$ cat config.mk
export PLATFORM = sky130hd
export DESIGN_NAME = uart_rx_pusher
export DESIGN_NICKNAME = d
export VERILOG_FILES = /design/src/rtl/uart_rx_pkg.sv /design/src/rtl/uart_rx_pusher_sync_2ff.sv /design/src/rtl/uart_rx_pusher.sv
export SDC_FILE = /design/constraint.sdc
export NUM_CORES = 1
export LEC_CHECK = 0
export CORE_ASPECT_RATIO = 0.8
export CORE_MARGIN = 4
export CORE_UTILIZATION = 58
export DETAILED_ROUTE_END_ITERATION = 12
export DONT_BUFFER_PORTS = 1
export HOLD_SLACK_MARGIN = 0.15
export PLACE_DENSITY_LB_ADDON = 0.12
export SLEW_MARGIN = 20
export SYNTH_ARGS = -nofsm -noshare
export SYNTH_HDL_FRONTEND = slang
export SYNTH_HIERARCHICAL = 1
export SYNTH_SLANG_ARGS = --single-unit
$ cat constraint.sdc
create_clock -name clock -period 2 [get_ports clock]
set_input_delay 0.4 -clock clock [delete_from_list [all_inputs] [get_ports clock]]
set_output_delay 0.4 -clock clock [all_outputs]
set_load 0.1 [all_outputs]
$ cat src/rtl/uart_rx_pkg.sv
// ----------------------------------------------------------------------------
// uart_rx_pkg
// Shared types and defaults for the UART receive path.
//   rx_state_t           : receiver FSM state encoding
//   DEF_CLKS_PER_BIT     : default clock cycles per UART bit
//   DEF_DATA_WIDTH       : default payload bits per frame
//   even_parity_mismatch : helper comparing a received parity bit to a byte
// ----------------------------------------------------------------------------
package uart_rx_pkg;

    typedef enum logic [2:0] {
        IDLE      = 3'd0,
        START     = 3'd1,
        DATA      = 3'd2,
        PARITY    = 3'd3,
        STOP      = 3'd4,
        WAIT_IDLE = 3'd5
    } rx_state_t;

    localparam int DEF_CLKS_PER_BIT = 16;
    localparam int DEF_DATA_WIDTH   = 8;

    // Even parity: the transmitted parity bit equals the XOR of the payload.
    function automatic logic even_parity_mismatch(input logic [DEF_DATA_WIDTH-1:0] data,
                                                  input logic                      par_bit);
        return par_bit ^ (^data);
    endfunction

endpackage

$ cat src/rtl/uart_rx_pusher_sync_2ff.sv
// ----------------------------------------------------------------------------
// sync_2ff
// Generic two-flop synchroniser for asynchronous inputs. The reset value is a
// parameter so idle-high lines (such as a UART rx) come out of reset at their
// idle level and do not look like an edge.
// Ports:
//   clock : destination clock, rising edge
//   reset : asynchronous, active-high
//   d     : asynchronous input
//   q     : synchronised output, two clocks of latency
// ----------------------------------------------------------------------------
module sync_2ff #(
    parameter int               WIDTH     = 1,
    parameter logic [WIDTH-1:0] RESET_VAL = '0
) (
    input  logic             clock,
    input  logic             reset,
    input  logic [WIDTH-1:0] d,
    output logic [WIDTH-1:0] q
);

    logic [WIDTH-1:0] meta;

    always_ff @(posedge clock or posedge reset) begin
        if (reset) begin
            meta <= RESET_VAL;
            q    <= RESET_VAL;
        end else begin
            meta <= d;
            q    <= meta;
        end
    end

endmodule

$ cat src/rtl/uart_rx_pusher.sv
// ----------------------------------------------------------------------------
// uart_rx_pusher
// UART receiver (8N1, optionally 8E1) that feeds a ring buffer directly: each
// good frame yields a one-cycle push with the byte on datain. Bad frames are
// dropped and reported with a one-cycle error pulse instead.
// Ports:
//   clock        : system clock, rising edge
//   reset        : asynchronous, active-high
//   enable       : receiver enable; low holds IDLE and aborts any frame
//   rx           : asynchronous serial line, idle high
//   push         : one-cycle strobe, datain valid while high
//   datain       : received byte, LSB first on the line; held between frames
//   frame_error  : one-cycle pulse, stop bit sampled low
//   parity_error : one-cycle pulse, parity mismatch (PARITY_EN=1 only)
//   busy         : high whenever the FSM is not IDLE
//
// state     | meaning
// ----------+---------------------------------------------------------------
// IDLE      | line idle, waiting for a falling edge on rx_s
// START     | wait half a bit, confirm start bit still low (glitch filter)
// DATA      | sample one payload bit per bit time, LSB first
// PARITY    | sample even-parity bit and record a mismatch
// STOP      | sample stop bit, emit push or an error pulse
// WAIT_IDLE | stop bit was low; wait for the line to return high (break)
// ----------------------------------------------------------------------------
module uart_rx_pusher
    import uart_rx_pkg::*;
#(
    parameter int CLKS_PER_BIT = DEF_CLKS_PER_BIT,
    parameter int DATA_WIDTH   = DEF_DATA_WIDTH,
    parameter int PARITY_EN    = 0
) (
    input  logic                  clock,
    input  logic                  reset,
    input  logic                  enable,
    input  logic                  rx,
    output logic                  push,
    output logic [DATA_WIDTH-1:0] datain,
    output logic                  frame_error,
    output logic                  parity_error,
    output logic                  busy
);

    localparam int CW = $clog2(CLKS_PER_BIT);
    localparam int IW = (DATA_WIDTH > 1) ? $clog2(DATA_WIDTH) : 1;

    localparam logic [CW-1:0] HALF_TC  = CW'(CLKS_PER_BIT / 2 - 1);
    localparam logic [CW-1:0] BIT_TC   = CW'(CLKS_PER_BIT - 1);
    localparam logic [IW-1:0] IDX_LAST = IW'(DATA_WIDTH - 1);

    logic                  rx_s;
    rx_state_t             state;
    logic [CW-1:0]         cnt;
    logic [IW-1:0]         idx;
    logic [DATA_WIDTH-1:0] shreg;
    logic                  par_bad;
    // Set once rx_s has been seen high since enable went high, so a line that
    // is already low when enable rises is not mistaken for a start bit.
    logic                  armed;

    sync_2ff #(
        .WIDTH     (1),
        .RESET_VAL (1'b1)
    ) u_rx_sync (
        .clock (clock),
        .reset (reset),
        .d     (rx),
        .q     (rx_s)
    );

    always_ff @(posedge clock or posedge reset) begin
        if (reset) begin
            state        <= IDLE;
            cnt          <= '0;
            idx          <= '0;
            shreg        <= '0;
            par_bad      <= 1'b0;
            armed        <= 1'b0;
            push         <= 1'b0;
            datain       <= '0;
            frame_error  <= 1'b0;
            parity_error <= 1'b0;
            busy         <= 1'b0;
        end else begin
            push         <= 1'b0;
            frame_error  <= 1'b0;
            parity_error <= 1'b0;

            if (!enable) begin
                state   <= IDLE;
                cnt     <= '0;
                idx     <= '0;
                par_bad <= 1'b0;
                armed   <= 1'b0;
                busy    <= 1'b0;
            end else begin
                case (state)
                    IDLE: begin
                        cnt     <= '0;
                        idx     <= '0;
                        par_bad <= 1'b0;
                        if (rx_s) begin
                            armed <= 1'b1;
                        end else if (armed) begin
                            state <= START;
                            busy  <= 1'b1;
                        end
                    end

                    START: begin
                        if (cnt == HALF_TC) begin
                            cnt <= '0;
                            idx <= '0;
                            if (!rx_s) begin
                                state <= DATA;
                            end else begin
                                state <= IDLE;
                                busy  <= 1'b0;
                            end
                        end else begin
                            cnt <= cnt + 1'b1;
                        end
                    end

                    DATA: begin
                        if (cnt == BIT_TC) begin
                            cnt        <= '0;
                            shreg[idx] <= rx_s;
                            if (idx == IDX_LAST) begin
                                idx   <= '0;
                                state <= (PARITY_EN != 0) ? PARITY : STOP;
                            end else begin
                                idx <= idx + 1'b1;
                            end
                        end else begin
                            cnt <= cnt + 1'b1;
                        end
                    end

                    PARITY: begin
                        if (cnt == BIT_TC) begin
                            cnt     <= '0;
                            par_bad <= rx_s ^ (^shreg);
                            state   <= STOP;
                        end else begin
                            cnt <= cnt + 1'b1;
                        end
                    end

                    STOP: begin
                        if (cnt == BIT_TC) begin
                            cnt <= '0;
                            if (rx_s) begin
                                // Leaving here mid stop bit lets a start bit
                                // that follows with no gap be caught.
                                state <= IDLE;
                                busy  <= 1'b0;
                                if (par_bad) begin
                                    parity_error <= 1'b1;
                                end else begin
                                    push   <= 1'b1;
                                    datain <= shreg;
                                end
                            end else begin
                                frame_error <= 1'b1;
                                state       <= WAIT_IDLE;
                            end
                        end else begin
                            cnt <= cnt + 1'b1;
                        end
                    end

                    WAIT_IDLE: begin
                        cnt <= '0;
                        if (rx_s) begin
                            state <= IDLE;
                            busy  <= 1'b0;
                            armed <= 1'b1;
                        end
                    end

                    default: begin
                        state <= IDLE;
                        cnt   <= '0;
                        idx   <= '0;
                        busy  <= 1'b0;
                    end
                endcase
            end
        end
    end

endmodule
# [After elaboration in Yosys (flattened, before gate mapping)]
# Index checks and enable logic that the tools add are counted.
[word_totals] in_bits=4 wordCells=105 out_inout_bits=12 ff_bits=34
[classes] n_mux=51 n_eq_ne=21 magnitude_cmp=2 reduce_logical=14 n_bitwise=2 addsub=2
[op_table] cell="2-to-1 mux 3 bit" n=14
[op_table] cell="2-to-1 mux 1 bit" n=26
[op_table] cell="inequality test 3 bit, second input constant" n=7
[op_table] cell="case mux 3 bit (6 select lines)" n=1
[op_table] cell="2-to-1 mux 4 bit" n=3
[op_table] cell="AND reduction 5 bit" n=2
[op_table] cell="== test 3 bit, second input constant" n=3
[op_table] cell="case mux 3 bit (3 select lines)" n=1
[op_table] cell="bitwise mux 8 bit" n=1
[op_table] cell="case mux 4 bit (2 select lines)" n=1
[op_table] cell="AND reduction 8 bit" n=1
[op_table] cell="XOR reduction 8 bit" n=1
[op_table] cell="== test 3 x 2 -> 1 bit, second input constant" n=2
[op_table] cell="inequality test 2 bit, second input constant" n=3
[op_table] cell="AND reduction 3 bit" n=2
[op_table] cell="OR reduction 3 bit" n=2
[op_table] cell="case mux 1 bit (5 select lines)" n=1
[op_table] cell="adder 4 x 1 -> 4 bit, second input constant" n=1
[op_table] cell="== test 4 x 3 -> 1 bit, second input constant" n=1
[op_table] cell="== test 4 bit, second input constant" n=1
[op_table] cell="< comparator 3 x 4 -> 1 bit, second input constant" n=1
[op_table] cell="AND reduction 2 bit" n=2
[op_table] cell="OR reduction 2 bit" n=2
[op_table] cell="adder 3 x 1 -> 3 bit, second input constant" n=1
[op_table] cell="12 further kinds" n=12

# [Longest topological paths before layout]
# Gate-level depths: netlist of run 1.
[logic_depth] depth_word=5 mapped_depth=6 mapped_depth_nobuf=6

# [By module]
# Netlist of run 1, hierarchy kept.
[modules_own_cells] mod="uart_rx_pusher" n_inst=1 area_per_inst_um2=1674.1 cells_each=150 seq_area_each_um2=800.8
[modules_own_cells] mod="sync_2ff" n_inst=1 area_per_inst_um2=56.3 cells_each=3 seq_area_each_um2=52.6

# [Worst setup path after synthesis of run 1]
# OpenSTA, ideal clock, no wires.
[synth_path] path_type="register to register" startpoint="register cnt[0]" endpoint="register shreg[4]" t_arrival_ns=1.605 path_stages_with_launch=6 slack_ns=0.271 t_required_ns=1.875 setup_ns=0.125 path_cell_list="dfrtp_1 -> ha_1 -> nand3_2 -> or3_4 -> nor3b_2 -> mux2_2"
[synth_between] elab_chain_len=2
[synth_rtl] item="start, declared" line="uart_rx_pusher.sv:53" source="logic [CW-1:0] cnt;"
[synth_rtl] item="start signal, assigned" line="uart_rx_pusher.sv:121" source="cnt <= cnt + 1'b1;"
[synth_rtl] item="start signal, assigned" line="uart_rx_pusher.sv:136" source="cnt <= cnt + 1'b1;"
[synth_rtl] item="start signal, assigned" line="uart_rx_pusher.sv:146" source="cnt <= cnt + 1'b1;"
[synth_rtl] item="== test 4 bit" line="uart_rx_pusher.sv:126" source="if (cnt == BIT_TC) begin"
[synth_rtl] item="AND reduction 3 bit (no source line)"
[synth_rtl] item="end signal, assigned by index" line="uart_rx_pusher.sv:128" source="shreg[idx] <= rx_s;"
[synth_rtl] item="end, declared" line="uart_rx_pusher.sv:55" source="logic [DATA_WIDTH-1:0] shreg;"
# No other way between the ends.
# A chain may end at the register's enable or synchronous reset.

# [Final worst setup path of run 1]
[layout_path] startpoint="register state[1]" endpoint="register state[0]"
[layout_between] elab_chain_len=3 word_cells_on_any_way=17 classes_between="eq/ne: 13; mux: 2; reduce/logical: 2"
[layout_rtl] item="start, declared" line="uart_rx_pusher.sv:52" source="rx_state_t state;"
[layout_rtl] item="start signal, assigned" line="uart_rx_pusher.sv:131" source="state <= (PARITY_EN != 0) ? PARITY : STOP;"
[layout_rtl] item="== test 3 bit (tied with other cells)" line="uart_rx_pusher.sv:97" source="case (state)"
[layout_rtl] item="inequality test 3 x 2 -> 1 bit (no source line) (tied with other cells)"
[layout_rtl] item="AND reduction 8 bit (no source line) or 2-to-1 mux 3 bit (tied branches)"
# Parallel ways exist; a longest one is shown, timed or not.

==> results of run 1 <==
## critical path: stages, from the launching register on
cell and delay [ns]:
sky130_fd_sc_hd__dfrtp_1 0.53, sky130_fd_sc_hd__and4bb_1 0.37, sky130_fd_sc_hd__a32oi_1 0.06, sky130_fd_sc_hd__o21ai_1 0.26, sky130_fd_sc_hd__a21o_1 0.21, sky130_fd_sc_hd__mux2_4 0.32
## power by group
group	total, mW	leakage, nW	switching [mW]	internal [mW]
logic	0.535	0.416	0.295	0.240
clock network	0.503	0.0455	0.222	0.280
registers	0.846	0.463	0.101	0.744
## how the worst max path moves through the flow
stage / depth (start not counted) / start / endpoint / slack, ns
2_1_floorplan: 5 / cnt[0] / shreg[4] / 0.27
3_3_place_gp: 4 / state[2] / shreg[4] / 0.18
3_5_place_dp: 5 / cnt[0] / shreg[0] / 0.10
4_1_cts: 5 / cnt[0] / shreg[0] / 0.08
5_1_grt: 5 / cnt[0] / shreg[0] / -0.002
6_report: 5 / state[1] / state[0] / 0.12
## cells by family (layout without fill, tap and decap cells)
logic type	count (synthesis)	count (layout)	synth area share, %
muxes	22	22	14.3
AOI/OAI and AO/OA	19	19	7.09
DFF	34	34	49.3
xor gates and xnor gates	12	12	6.07
and+or+nand+nor	48	48	16.7
adders and majority gates	3	3	2.17
buffers and inverters	15	28	4.34
## area by class of cell
cell class | instances | area (µm²)
Sequential cell | 34 | 853
Timing Repair Buffer | 12 | 95.1
Fill cell | 238 | 871
Inverter | 8 | 30.0
Clock buffer | 8 | 90.1
Tap cell | 38 | 47.5
Multi-Input combinational cell | 104 | 821
## timing repair
action	CTS	global route
endpoints found under the hold margin	35	0
setup endpoints to repair	0	3
gates resized for setup	0	2
hold buffers	2	0
## placed cells by master (no fill, tap or decap), types with 4 or more instances in the layout
master,count
sky130_fd_sc_hd__xnor2_1,10
sky130_fd_sc_hd__buf_4,10
sky130_fd_sc_hd__nor2_1,9
sky130_fd_sc_hd__o21ai_0,5
sky130_fd_sc_hd__dfrtp_1,32
sky130_fd_sc_hd__and3_1,7
sky130_fd_sc_hd__mux2_2,17
sky130_fd_sc_hd__clkbuf_8,6
sky130_fd_sc_hd__inv_1,7
sky130_fd_sc_hd__nand3_1,4
sky130_fd_sc_hd__nand2_1,8
sky130_fd_sc_hd__nor3_1,4
## sequential cells by signal (all words and copies together), names as in the netlist, 3 cells and up
name,count
cnt,4
datain,8
idx,3
shreg,8
state,3
## per-layer routing
| metal | track usage (%) | wire length (µm) | vias up |
|---|---|---|---|
| li1 | - | - | 557 |
| met1 | 24.6 | 1550 | 541 |
| met2 | 26.4 | 1330 | 16 |
| met3 | 7.16 | 117 | 5 |
| met4 | 4.18 | 32 | 0 |
| met5 | 0 | 0 | - |
## metrics by stage
stage,util (%),setup WS [ns]
6_report,69.0,0.117
5_1_grt,69.0,-0.00165
4_1_cts,68.3,0.0801
3_5_place_dp,64.4,0.104
3_3_place_gp,64.4,0.181
2_1_floorplan,-,0.271
==> results.md, run 1 <==
* Outcome: completed
* Wire length of the first global-routing pass at 5.55 mm
* Leakage Power at 0.925 nW
* Remaining Overflow, GRT at 0
* Initial core utilization at 61.6%
* Type of the worst min-delay path: in2reg
* Post-route standard cell area excluding fillers at 0.00194 mm²
* Detailed placer's ending HPWL at 2.11 mm
* Maximum clock insertion buffer count at 2
* Leading cell types by total area after synthesis: sky130_fd_sc_hd__dfrtp_1 (46%), sky130_fd_sc_hd__mux2_2 (11%), sky130_fd_sc_hd__xnor2_1 (5.1%), sky130_fd_sc_hd__dfstp_2 (3.0%), sky130_fd_sc_hd__and3_1 (2.5%)
* Count of unresolved DRC violations after routing at 0
* Antenna cells at 0
* Kind of start point of the critical path: flop
* Number of flip-flops and latches in the synthesized netlist at 34
* Placed cell area at 0.00181 mm²
* Leading post-synthesis cells by instance count: sky130_fd_sc_hd__dfrtp_1 (32), sky130_fd_sc_hd__mux2_2 (17), sky130_fd_sc_hd__xnor2_1 (10)
* Master cell of the clock root buffer: sky130_fd_sc_hd__clkbuf_8
* Cells after synthesis at 153
* Share of the cycle needed by the critical path after routing at 94.2%
* Antenna violations before repair at 0
* Share of async-settable or async-resettable flops after synthesis at 100%
* Core region area at 0.00281 mm²
* Overall Power at 1.88 mW
* Post-placement cell count at 194
* Worst endpoint data arrival time at 2.04 ns
* Highest clock rate at 531 MHz
* Post-synth design cell area at 0.00173 mm²
* Area added between synthesis and finish at 11.9%
* PwrDens at 973 mW/mm²
* Weighted congestion at the end of routability-driven global placement at 0.861
* Start point of the worst hold path: enable
* Detail-routed via count per cell at 5.49
* R2r worst-path depth at 5
* Final Hold Violating Endpoints at 0
* Synthesis warning total at 6
* Drt total wl at 3.03 mm
* Count of H-tree levels built during CTS at 2
* Number of nets produced by synthesis at 160
* Hold Path Sink: busy
* Routed Antenna Nets at 0
* Final Hold Slack at 0.257 ns
* Setup Viol. Count Final at 0
* Clk sinks at 34
* Number of buffers added by the clock tree synthesis step at 5
* Setup repair bufs after CTS at 0
* CP Max Fanout at 9
* Overall via count from detail_route at 1119
* CP Capture Type: flop
* Register-to-register path setup slack at 0.12 ns
* Fraction of layout cells with a size suffix above 1 at 27.1%
* Cell accounting for the most synthesized area: sky130_fd_sc_hd__dfrtp_1
* Worst-margin pin slew at 0.896 ns
* Worst VDD drop at 0.629 mV
* Layout Nets at 172
* CTS tree: yes
* Endpoint required time on the critical path at 2.15 ns
* Via count of the first global-routing pass at 1179
* Max Slew Vio Count at 0
* Die width at 69.1 µm
* Maximum number of pins on one net before global-route repair at 33
* Buffers on Ports at 0
* Proportion of synthesized chip area in sequential cells at 49.3%
* Accumulated negative setup slack at 0 ns
* Cell with the most instances after synthesis: sky130_fd_sc_hd__dfrtp_1
* Flip-flop cell with the highest count after synthesis: sky130_fd_sc_hd__dfrtp_1
* Register clock-pin slew on the reported worst setup and hold paths at 0.06 ns
* Die boundary height at 56.9 µm
* Worst-skew pair later-pin latency at 0.28 ns
* Detailed Route Iter0 Violations at 66
* Post-synth top area share at 46.3%
* R2R Path Start: state[1]
* Post-synth EDFFs at 0
* Mean area per synthesized cell at 11.3 µm²
* Capture instance of the worst register-to-register path: state[0]
* Path type of the worst setup path: reg2reg
* Tmin final at 1.88 ns
* Placement row count at 17
* Largest clock skew in the final design at 0.00834 ns
* Die area at 0.00393 mm²
* Final standard cell count with taps included and fillers excluded at 204
* Number of max-cap violations at 0
* First-pass detailed-route iteration total at 4
* Count of unique library cells instantiated by Yosys at 44
* Worst hold path stage count at 1
* # IOs at 16
* Headroom to the max-slew limit at 40.3%
* GRT Resource Usage Total at 17.9%
* Average routed wire per standard cell at 14.9 µm
(Power assumes the default switching activity.)
==> inputs of run 2 (changes only) <==
==> constraint.sdc (replaced) <==
create_clock -name clock -period 2 [get_ports clock]
set_input_delay 0.4 -clock clock [delete_from_list [all_inputs] [get_ports clock]]
set_output_delay 0.4 -clock clock [all_outputs]
set_load 0.02 [all_outputs]
==> results.md, run 2 (synthesis results as in run 1) <==
* Worst hold path stage count at 1 (unchanged)
* Detailed Route Iter0 Violations at 25 (was 66)
* Most frequent standard cell in the layout excluding fill and tap cells: sky130_fd_sc_hd__dfrtp_1 (unchanged)
* Final Hold Violating Endpoints at 0 (unchanged)
* Core region area at 0.00281 mm² (unchanged)
* Die width at 69.1 µm (unchanged)
* Number of buffers and inverters on the critical path at 0 (unchanged)
* Antenna violations before repair at 0 (unchanged)
* Maximum number of pins on one net before global-route repair at 33 (unchanged)
* Routed Antenna Nets at 0 (unchanged)
* Kind of start point of the critical path: flop (unchanged)
* Weighted congestion at the end of routability-driven global placement at 0.856 (was 0.861)
* Overall Power at 1.79 mW (was 1.88 mW)
* CP Capture Type: flop (unchanged)
* Accumulated negative setup slack at 0 ns (unchanged)
* Number of logic stages on the critical path including buffering at 5 (unchanged)
* Type of the worst min-delay path: in2reg (unchanged)
* Count of H-tree levels built during CTS at 2 (unchanged)
* First-pass detailed-route iteration total at 4 (unchanged)
* Worst-margin pin slew at 0.404 ns (was 0.896 ns)
* Most congested layer reported by global routing: met2 (unchanged)
* Headroom to the max-slew limit at 73.0% (was 40.3%)
* Final standard cell count with taps included and fillers excluded at 198 (was 204)
* Master cell of the clock root buffer: sky130_fd_sc_hd__clkbuf_8 (unchanged)
* CP max-delay cell: sky130_fd_sc_hd__or3_4 (was sky130_fd_sc_hd__dfrtp_1)
* Drt total wl at 3.16 mm (was 3.03 mm)
* Fraction of layout cells with a size suffix above 1 at 26.3% (was 27.1%)
* Worst endpoint data arrival time at 2.06 ns (was 2.04 ns)
* Commonest cells after routing, fill and taps aside: sky130_fd_sc_hd__dfrtp_1 (30), sky130_fd_sc_hd__mux2_2 (17), sky130_fd_sc_hd__xnor2_1 (10), sky130_fd_sc_hd__nor2_1 (9), sky130_fd_sc_hd__nand2_1 (8) (was sky130_fd_sc_hd__dfrtp_1 (32), sky130_fd_sc_hd__mux2_2 (17), sky130_fd_sc_hd__xnor2_1 (10), sky130_fd_sc_hd__buf_4 (10), sky130_fd_sc_hd__nor2_1 (9))
* Detailed placer's ending HPWL at 2.23 mm (was 2.11 mm)
* Die boundary height at 56.9 µm (unchanged)
* Tmin final at 1.89 ns (was 1.88 ns)
* GRT Resource Usage Total at 18.4% (was 17.9%)
* Placed cell area at 0.00178 mm² (was 0.00181 mm²)
* Via count of the first global-routing pass at 1184 (was 1179)
* CP Max Fanout at 6 (was 9)
* Placement row count at 17 (unchanged)
* GRT met3 Usage at 5.90% (was 7.16%)
* Post-placement cell count at 190 (was 194)
* Chain of cells forming the critical path: ha_1 -> nand3_4 -> or3_4 -> nor3_1 -> mux2_2 (was and4bb_1 -> a32oi_1 -> o21ai_1 -> a21o_1 -> mux2_4)
* Initial core utilization at 61.6% (unchanged)
* Register clock-pin slew on the reported worst setup and hold paths at 0.06 ns (about the same)
* Worst VDD drop at 0.502 mV (was 0.629 mV)
* Path type of the worst setup path: reg2reg (unchanged)
* PwrDens at 946 mW/mm² (was 973 mW/mm²)
* Average routed wire per standard cell at 15.9 µm (was 14.9 µm)
* Crit path max-delay family: simple AND/OR/NAND/NOR gates (was flip-flops)
* Outcome: completed (unchanged)
* Number of buffers added by the clock tree synthesis step at 5 (unchanged)
* Layout Nets at 168 (was 172)
* Overall via count from detail_route at 1135 (was 1119)
* Wire length of the first global-routing pass at 5.57 mm (was 5.55 mm)
* Largest clock skew in the final design at 0.00643 ns (was 0.00834 ns)
* Area added between synthesis and finish at 9.54% (was 11.9%)
* Worst-skew pair later-pin latency at 0.28 ns (about the same)
* Setup repair bufs after CTS at 0 (unchanged)
* Max stage delay on crit path at 0.41 ns (was 0.53 ns)
* Die area at 0.00393 mm² (unchanged)
* Antenna cells at 0 (unchanged)
* Global-route track usage on met1 at 23.7% (was 24.6%)
* Maximum clock insertion buffer count at 2 (unchanged)
* CTS tree: yes (unchanged)
* Max Slew Vio Count at 0 (unchanged)
* Met2 routing resource usage after global routing at 28.7% (was 26.4%)
* Largest regs: datain: 8 flops, shreg: 8 flops, cnt: 4 flops (unchanged)
* # IOs at 16 (unchanged)
* Endpoint required time on the critical path at 2.17 ns (was 2.15 ns)
* Detail-routed via count per cell at 5.73 (was 5.49)
* Setup Viol. Count Final at 0 (unchanged)
* Number of max-cap violations at 0 (unchanged)
* Leakage Power at 0.900 nW (was 0.925 nW)
* Final Hold Slack at 0.253 ns (was 0.257 ns)
* Unrepaired setup endpoints after global routing: no
* Remaining Overflow, GRT at 0 (unchanged)
* Post-route standard cell area excluding fillers at 0.00190 mm² (was 0.00194 mm²)
* R2r worst-path depth at 5 (unchanged)
* Count of unresolved DRC violations after routing at 0 (unchanged)
* Share of the cycle needed by the critical path after routing at 94.5% (was 94.2%)
* Clk sinks at 34 (unchanged)
* Buffers on Ports at 0 (unchanged)
* Highest clock rate at 529 MHz (was 531 MHz)
-- run 2: worst paths after layout --
check	end	slack [ns]	start
worst max-delay path	shreg[2]	0.11	cnt[0]
worst min-delay path	busy	0.25	enable
worst max register to register	shreg[2]	0.11	cnt[0]
worst min register to register	u_rx_sync/q	0.36	u_rx_sync/meta
max in group asynchronous	state[0]	1.03	reset
min in group asynchronous	u_rx_sync/meta	0.61	reset
-- run 2: layout make-up --
cell class	instances	area, µm²
Multi-Input combinational cell	104	815
Inverter	8	30.0
Fill cell	226	912
Sequential cell	34	856
Clock buffer	6	82.6
Tap cell	38	47.5
Timing Repair Buffer	8	65.1
-- run 2: where the power goes --
group,switching [mW],internal (mW)
Sequential,0.115,0.748
Combinational,0.224,0.220
Clock,0.222,0.265
Total,0.561,1.23
-- run 2: through the flow --
stage               setup WS (ns)  utilization (%)
floorplan                   0.271                -
global placement            0.179             63.3
detailed placement         0.0891             63.3
CTS                        0.0780             67.0
global route              0.00620             67.5
finish                      0.111             67.5
-- run 2: timing repair --
item                       in CTS  in global routing
setup endpoints to repair       0                  4
hold endpoints to repair       35                  0
resized for setup               0                  4
hold buffers                    2                  0
-- run 2: layer usage --
layer  up-vias  routed length (µm)
met4         0                  59
met2        18                1480
met1       558                1490
met3         8                 132
met5         -                   0
li1        551                   -
